<file path="config.mk">
export PLATFORM = sky130hd
export DESIGN_NAME = clk_reset_gen
export DESIGN_NICKNAME = d
export VERILOG_FILES = /design/src/rtl/clk_reset_gen.sv
export SDC_FILE = /design/constraint.sdc
export NUM_CORES = 1
export LEC_CHECK = 0
export BUFFER_PORTS_ARGS = -buffer_cell sky130_fd_sc_hd__buf_4
export CAP_MARGIN = 40
export CORE_MARGIN = 2
export CORE_UTILIZATION = 58
export DETAILED_ROUTE_END_ITERATION = 8
export HOLD_SLACK_MARGIN = 0.08
export MAX_ROUTING_LAYER = met4
export PLACE_DENSITY = 0.78
export SLEW_MARGIN = 20
export SYNTH_ARGS = -nofsm -noshare
export SYNTH_HDL_FRONTEND = slang
export SYNTH_SLANG_ARGS = --single-unit
</file>
<file path="constraint.sdc">
create_clock -name clk -period 2.6 [get_ports clk]
set_input_delay 0.26 -clock clk [delete_from_list [all_inputs] [get_ports clk]]
set_output_delay 0.26 -clock clk [all_outputs]
set_load 0.1 [all_outputs]
</file>
<file path="src/rtl/clk_reset_gen.sv">
// Tick divider, slow clock and staged multi-channel reset sequencer with a
// synchronized, debounced manual reset request.
module clk_reset_gen #(
  parameter int CLK_DIV    = 120000,
  parameter int HOLD_TICKS = 4,
  parameter int NCH        = 2,
  parameter int STAGGER    = 1,
  parameter int DEB_TICKS  = 3
) (
  input  logic           clk,
  input  logic           n_rst,
  input  logic           manual,
  output logic           tick,
  output logic           slow_clk,
  output logic [NCH-1:0] rst_out,
  output logic           busy,
  output logic [7:0]     rst_count
);
  localparam int DIV_W   = $clog2(CLK_DIV);
  localparam int HOLD_W  = $clog2(HOLD_TICKS + 1);
  localparam int DEB_W   = $clog2(DEB_TICKS + 1);
  localparam int REL_MAX = (NCH - 1) * STAGGER;
  localparam int REL_W   = (REL_MAX < 1) ? 1 : $clog2(REL_MAX + 1);

  typedef enum logic [1:0] {PRE, HOLD, RELEASE, RUN} state_t;

  logic [DIV_W-1:0]  div_q, div_d;
  logic              div_last, div_pre;
  logic              tick_q, slow_q;
  logic              sync1_q, sync2_q;
  logic [DEB_W-1:0]  deb_q;
  logic              acc_q;
  state_t            state_q;
  logic [HOLD_W-1:0] hold_q;
  logic [REL_W-1:0]  rel_q;
  logic              rel_done;
  logic [NCH-1:0]    rst_q, keep_first, keep_next;
  logic              busy_q;
  logic [7:0]        cnt_q;

  assign div_last = (div_q == DIV_W'(CLK_DIV - 1));
  assign div_pre  = (div_q == DIV_W'(CLK_DIV - 2));
  assign div_d    = div_last ? '0 : div_q + 1'b1;

  always_ff @(posedge clk or negedge n_rst) begin
    if (!n_rst) begin
      div_q   <= '0;
      tick_q  <= 1'b0;
      slow_q  <= 1'b0;
      sync1_q <= 1'b0;
      sync2_q <= 1'b0;
      deb_q   <= '0;
      acc_q   <= 1'b0;
    end else begin
      div_q   <= div_d;
      tick_q  <= div_pre;
      slow_q  <= slow_q ^ div_pre;
      sync1_q <= manual;
      sync2_q <= sync1_q;
      acc_q   <= 1'b0;
      // Count saturates at DEB_TICKS, so only a low tick can re-arm acceptance.
      if (tick_q) begin
        if (sync2_q) begin
          if (deb_q != DEB_W'(DEB_TICKS)) deb_q <= deb_q + 1'b1;
          acc_q <= (deb_q == DEB_W'(DEB_TICKS - 1));
        end else begin
          deb_q <= '0;
        end
      end
    end
  end

  // Bit k stays asserted while its release tick k*STAGGER has not yet arrived.
  for (genvar gi = 0; gi < NCH; gi++) begin : g_keep
    assign keep_first[gi] = (gi * STAGGER > 0);
    assign keep_next[gi]  = (gi * STAGGER > int'(rel_q) + 1);
  end

  assign rel_done = (int'(rel_q) + 1 >= REL_MAX);

  always_ff @(posedge clk or negedge n_rst) begin
    if (!n_rst) begin
      state_q <= PRE;
      hold_q  <= '0;
      rel_q   <= '0;
      rst_q   <= '0;
      busy_q  <= 1'b1;
      cnt_q   <= '0;
    end else if (acc_q) begin
      state_q <= HOLD;
      hold_q  <= '0;
      rst_q   <= '1;
      busy_q  <= 1'b1;
      if (cnt_q != 8'hFF) cnt_q <= cnt_q + 8'd1;
    end else if (tick_q) begin
      case (state_q)
        PRE: begin
          state_q <= HOLD;
          hold_q  <= '0;
          rst_q   <= '1;
        end
        HOLD: begin
          if (!sync2_q) begin
            if (hold_q == HOLD_W'(HOLD_TICKS - 1)) begin
              rel_q <= '0;
              rst_q <= keep_first;
              if (REL_MAX == 0) begin
                state_q <= RUN;
                busy_q  <= 1'b0;
              end else begin
                state_q <= RELEASE;
              end
            end else begin
              hold_q <= hold_q + 1'b1;
            end
          end
        end
        RELEASE: begin
          rel_q <= rel_q + 1'b1;
          rst_q <= rst_q & keep_next;
          if (rel_done) begin
            state_q <= RUN;
            busy_q  <= 1'b0;
          end
        end
        default: ;
      endcase
    end
  end

  assign tick      = tick_q;
  assign slow_clk  = slow_q;
  assign rst_out   = rst_q;
  assign busy      = busy_q;
  assign rst_count = cnt_q;
endmodule

</file>
==> Word level (Yosys, flattened, before mapping) <==
Cells that the tools add are included.
{ "op_classes": {"bitwise": 3, "reduce_logical": 14, "eq_ne": 15, "addsub": 6, "muxes": 26, "n_lt_le_gt_ge": 3} }
{ "ops": {"columns": ["operator", "n"], "rows": [
  ["17-bit == test (second input constant)", 2],
  ["1-bit by 32-bit greater-than comparator with 1-bit output (first input constant)", 1],
  ["2-bit by 32-bit greater-than comparator with 1-bit output (first input constant)", 1],
  ["2-bit two-way mux", 9],
  ["17-bit by 1-bit adder with 17-bit output (second input constant)", 1],
  ["17-bit two-way mux", 1],
  ["3-bit two-way mux", 4],
  ["3-bit != test (second input constant)", 4],
  ["2-bit one-hot mux with 3 select lines", 2],
  ["5-bit AND reduction", 2],
  ["8-bit by 1-bit adder with 8-bit output (second input constant)", 1],
  ["1-bit two-way mux", 8],
  ["8-bit != test (second input constant)", 1],
  ["4-bit AND reduction", 2],
  ["2-bit nonzero test", 4],
  ["2-bit != test (second input constant)", 3],
  ["3-bit one-hot mux with 2 select lines", 1],
  ["2-bit == test (second input constant)", 2],
  ["2-bit AND reduction", 2],
  ["4-bit nonzero test", 1],
  ["3-bit by 1-bit adder with 3-bit output (second input constant)", 1],
  ["3-bit by 2-bit == test with 1-bit output (second input constant)", 1],
  ["3-bit AND reduction", 1],
  ["3-bit nonzero test", 1],
  ["other kinds (11)", 11]
]} }
{ "word_totals": {"register_bits": 41, "inputBits": 3, "elab_cells": 80, "out_inout_bits": 13} }

==> Longest topological paths before layout <==
{ "logic_depth": {"word_depth": 6, "ltp_mapped": 6} }

==> Worst setup path after synthesis <==
No wires, ideal clock.
{ "synth_timing": {"path_type": "reg2reg", "from": "register cnt_q[0] (netlist: rst_count[0])", "to": "register cnt_q[1] (netlist: rst_count[1])", "setup_time_ps": 126, "required_ps": 2474, "arrival_ps": 2290, "setup_slack_ps": 184, "path_stages_with_launch": 6, "path_buffers": 0, "period_less_slack_ps": 2416, "cell_sequence": "dfrtp_1 ha_1 nand4_1 or2_2 o21ai_0 mux2_2"} }
{ "synth_via": {"elab_chain_len": 2} }
{ "synth_lines": {"columns": ["item", "line_no", "rtl"], "rows": [
  ["start: declaration", "39", "logic [7:0] cnt_q;"],
  ["start signal: assignment", "94", "if (cnt_q != 8'hFF) cnt_q <= cnt_q + 8'd1;"],
  ["parallel branches: the longest is 2 deep, another holds 8-bit by 1-bit adder with 8-bit output", null, null]
]} }
Several ways; the timed one is not identified.
A chain may end at the register's enable or synchronous reset.

==> Final worst setup path <==
{ "layout_timing": {"from": "register div_q[6]", "to": "register div_q[14]"} }
{ "layout_via": {"elab_chain_len": 2} }
{ "layout_lines": {"columns": ["item", "line_no", "rtl"], "rows": [
  ["start: declaration", "27", "logic [DIV_W-1:0] div_q, div_d;"],
  ["start signal: assignment", "55", "div_q <= div_d;"],
  ["17-bit by 1-bit adder with 17-bit output / 17-bit == test (equally long branches)", "43, 41", null],
  ["17-bit two-way mux *", "43", "assign div_d = div_last ? '0 : div_q + 1'b1;"],
  ["named net div_d[14]", "27", null]
]} }
Mark *: on every way through the listed nets, which the timed path passes. The rest lies on a longest branch.

==> results.md <==
- Clock latency on the worst-skew pair: 0.34 ns
- Part of the cycle the worst path needs: 0.771
- Via count of the first global-routing pass: 1374
- Deepest clock path buffer count: 2
- Peak Freq: 499 MHz
- Number of vias after detailed routing: 1410
- Number of antenna violations at the first check in global routing: 0
- Post-Route Skew: 0.00491 ns
- Vertical die dimension: 62.0 um
- Nature of the critical path startpoint: flip-flop
- Setup slack of the critical path after layout: 0.595 ns
- Leakage power summed over all cells: 1.03 nW
- Growth of design area from synthesis to finish: 12.9%
- Routability-driven placement congestion ratio: around 0.85
- Post-synth top area share: 0.501
- Area share of xor/xnor cells in the synthesized design: 0.0809
- Synth Flop Type: sky130_fd_sc_hd__dfrtp_1
- Result of the run: finished clean
- Sum of routed wire length over all layers: 3580 um
- Maximum number of pins on one net before global-route repair: between 40 and 50
- Average cell area after synthesis: 10.7 sq um
- Fin Setup TNS: 0 ns
- Post-synthesis instance total: 182
- Post-route minimum period: 2.01 ns
- Worst slack at placement: ~0.6 ns
- GR Overflow Total: 0
- H-tree depth: 2
- Crit-path cells: or4b_1 -> or2_4 -> nor3_2 -> nor2_1
- Proportion of synthesized chip area in sequential cells: 0.514
- Worst Path Class, Setup: flip-flop to flip-flop
- Endpoint type of the worst setup path: flip-flop
- Top-count cell post-synth: sky130_fd_sc_hd__dfrtp_1
- Post-synth net total: 197
- TritonCTS clock tree: done
- Min-Delay Path Class: flip-flop to flip-flop
- Largest cells by area after synthesis: sky130_fd_sc_hd__dfrtp_1 50%, sky130_fd_sc_hd__ha_1 7.7%, sky130_fd_sc_hd__xnor2_1 4.9%
- Library cell with the largest summed area after synthesis: sky130_fd_sc_hd__dfrtp_1
- Highest net fanout along the worst path: 10
- Fraction of final layout cells sized beyond drive strength 1: 0.151
- Cell family contributing the most delay on the critical path: simple AND/OR/NAND/NOR gates
- Effective utilization at floorplan: 0.593
- Max capacitance violation total: 0
- Nets: 220
- Length of the first detailed-routing pass in iterations: 4
- Unrepaired setup endpoints after global routing: false
- Compound-gate portion of the synthesized area: 0.0552
- Design area: ~0.0022 sq mm
- Fraction of synthesized area in multiplexers: 0.0385
- Global-route wire length before repair: 5930 um
- Placeable core region: 0.00328 sq mm
- Number of design rule violations left after detail routing: 0
- Average via count per standard cell: 5.62
- Slew of the pin with the lowest slew margin: 0.586 ns
- Final Setup Violations: 0
- Number of buffers and inverters on the critical path: 0
- Synth Register Bits: 40
- Cell area power density: 448 mW/mm^2
- Arr. time, crit path: about 2.2 ns
- Worst vdd ir: 0.299 mV
- CP Data Required Time: 2.81 ns
- Die Outline Area: approximately 0.0038 sq mm
- Main combinational cell family by area after synthesis: simple AND/OR/NAND/NOR gates
- Max Transition Viols Final: 0
- Antenna diodes: 0
- Boundary Pins: 16
- Layout Utilization: 0.670
- Cts bufs inserted: 5
- Count of flip-flops with a built-in enable after synthesis: 0
- HPWL after DPL: 2550 um
- Adder-cell area share of the yosys netlist: 0.0771
- Die boundary width: 62.0 um
- Cts repair resizes: 0
- Top post-synthesis cells by count: 39 x sky130_fd_sc_hd__dfrtp_1, 18 x sky130_fd_sc_hd__nor2_1, 14 x sky130_fd_sc_hd__nand2_1
- Overall track demand over capacity in global routing: 0.222
- Total chip power: around 0.00098 W
- Clock Pin Slew Worst Setup and Hold Paths: 0.11 ns
- Worst slew margin relative to its limit: 0.607
- Post-synthesis async set-or-reset flop share: 1.00
- Total of buffers placed on input and output ports: 15
- Area post-placement: about 0.0021 sq mm
- Max stage delay on crit path: 0.55 ns
- Iteration-0 DRC count of the detailed router: 82
- Antenna-violating nets left: 0
- Slowest library cell on the worst path: sky130_fd_sc_hd__or4b_1
- Final Hold Violating Endpoints: 0
- Routed WL per cell: 14.2 um
- Rows: 21
- Number of distinct standard cells referenced by the synthesized netlist: 34
- Clock Sink Count: 40
- Yosys synthesis warning count: 0
- Buffer cell driving the clock tree root: sky130_fd_sc_hd__clkbuf_4
- Synth Area in Simple Gates: 0.209
- Combined area of all synthesized cells: 0.00195 sq mm
[state kept, by name, summed over array words and instances (netlist names)]
signal / count
tick: 1
hold_q: 3
deb_q: 2
state_q: 2
slow_clk: 1
div_q: 17
acc_q: 1
rst_out: 2
busy: 1
rst_count: 8
sync1_q: 1
sync2_q: 1
[layout by cell type (no fill, tap or decap), drive strengths merged]
master / instances
a31oi: 1
nor2b: 1
nand2: 14
o22ai: 1
o21ai: 5
xor2: 7
a211o: 1
nand4b: 2
dfrtp: 39
and3: 3
inv: 12
nor4: 2
o211ai: 3
xnor2: 11
o2bb2ai: 1
nor2: 18
or3: 2
nand3: 6
mux2: 4
nor3: 8
clkbuf: 7
or4b: 1
or2: 2
a21oi: 6
nand4: 9
buf: 15
mux2i: 3
dfstp: 1
nand2b: 1
and4: 3
ha: 12
dlygate4sd3: 2
or4: 2
[where the power goes]
part | internal, W | switching (W) | total (W)
clock network | 0.000153 | 0.000190 | 0.000343
registers | 0.000623 | 0.000000952 | 0.000624
logic | 0.00000451 | 0.0000127 | 0.0000172
total | 0.000781 | 0.000203 | 0.000985
[path summary, 6_finish.rpt]
kind | startpoint | endpoint | slack [ns] | depth (start not counted)
setup / recovery | div_q[6] | div_q[14] | 0.59 | 4
hold / removal | sync1_q | sync2_q | 0.36 | 0
setup reg to reg | div_q[6] | div_q[14] | 0.59 | 4
hold reg to reg | sync1_q | sync2_q | 0.36 | 0
max in group asynchronous | n_rst | tick | 1.83 | 2
min in group asynchronous | n_rst | hold_q[0] | 0.41 | 2
[layout make-up]
| cell class | count | area (sq um) |
|---|---|---|
| Clock buffer | 7 | 65.1 |
| Fill cell | 261 | 1080 |
| Inverter | 12 | 45.0 |
| Multi-Input combinational cell | 129 | 897 |
| Sequential cell | 40 | 1000 |
| Tap cell | 46 | 57.6 |
| Timing Repair Buffer | 17 | 133 |
[layer usage]
layer	global-route usage	wire length, um
met1	0.239	1480
met2	0.371	1850
met3	0.0745	155
met4	0.0973	91
met5	-	0
[what timing repair did]
action / CTS / global route
hold buffers: 2 / 0
setup buffers: 0 / 0
hold endpoints to repair: 40 / 0
[cells by family after synthesis]
group | count (synthesis)
buffers and inverters | 13
XOR/XNOR | 18
AND/OR/NAND/NOR | 74
flip-flops | 40
adder cells (fa/ha/maj) | 12
multiplexers | 7
AO/OA/AOI/OAI | 18
[worst register-to-register path: cells and delay by family (launching register included)]
kind,cells,cell delay (ns)
AND/OR/NAND/NOR,4,1.45
flip-flops,1,0.43
[through the flow]
step | cells | hold slack [ns]
after floorplan | 182 | -0.0356
after global placement | 242 | 0.256
after detailed placement | 242 | 0.265
after CTS | 251 | 0.366
after global routing | 251 | 0.380
final | 251 | 0.362
No activity file was read; power rests on OpenSTA's default activity.
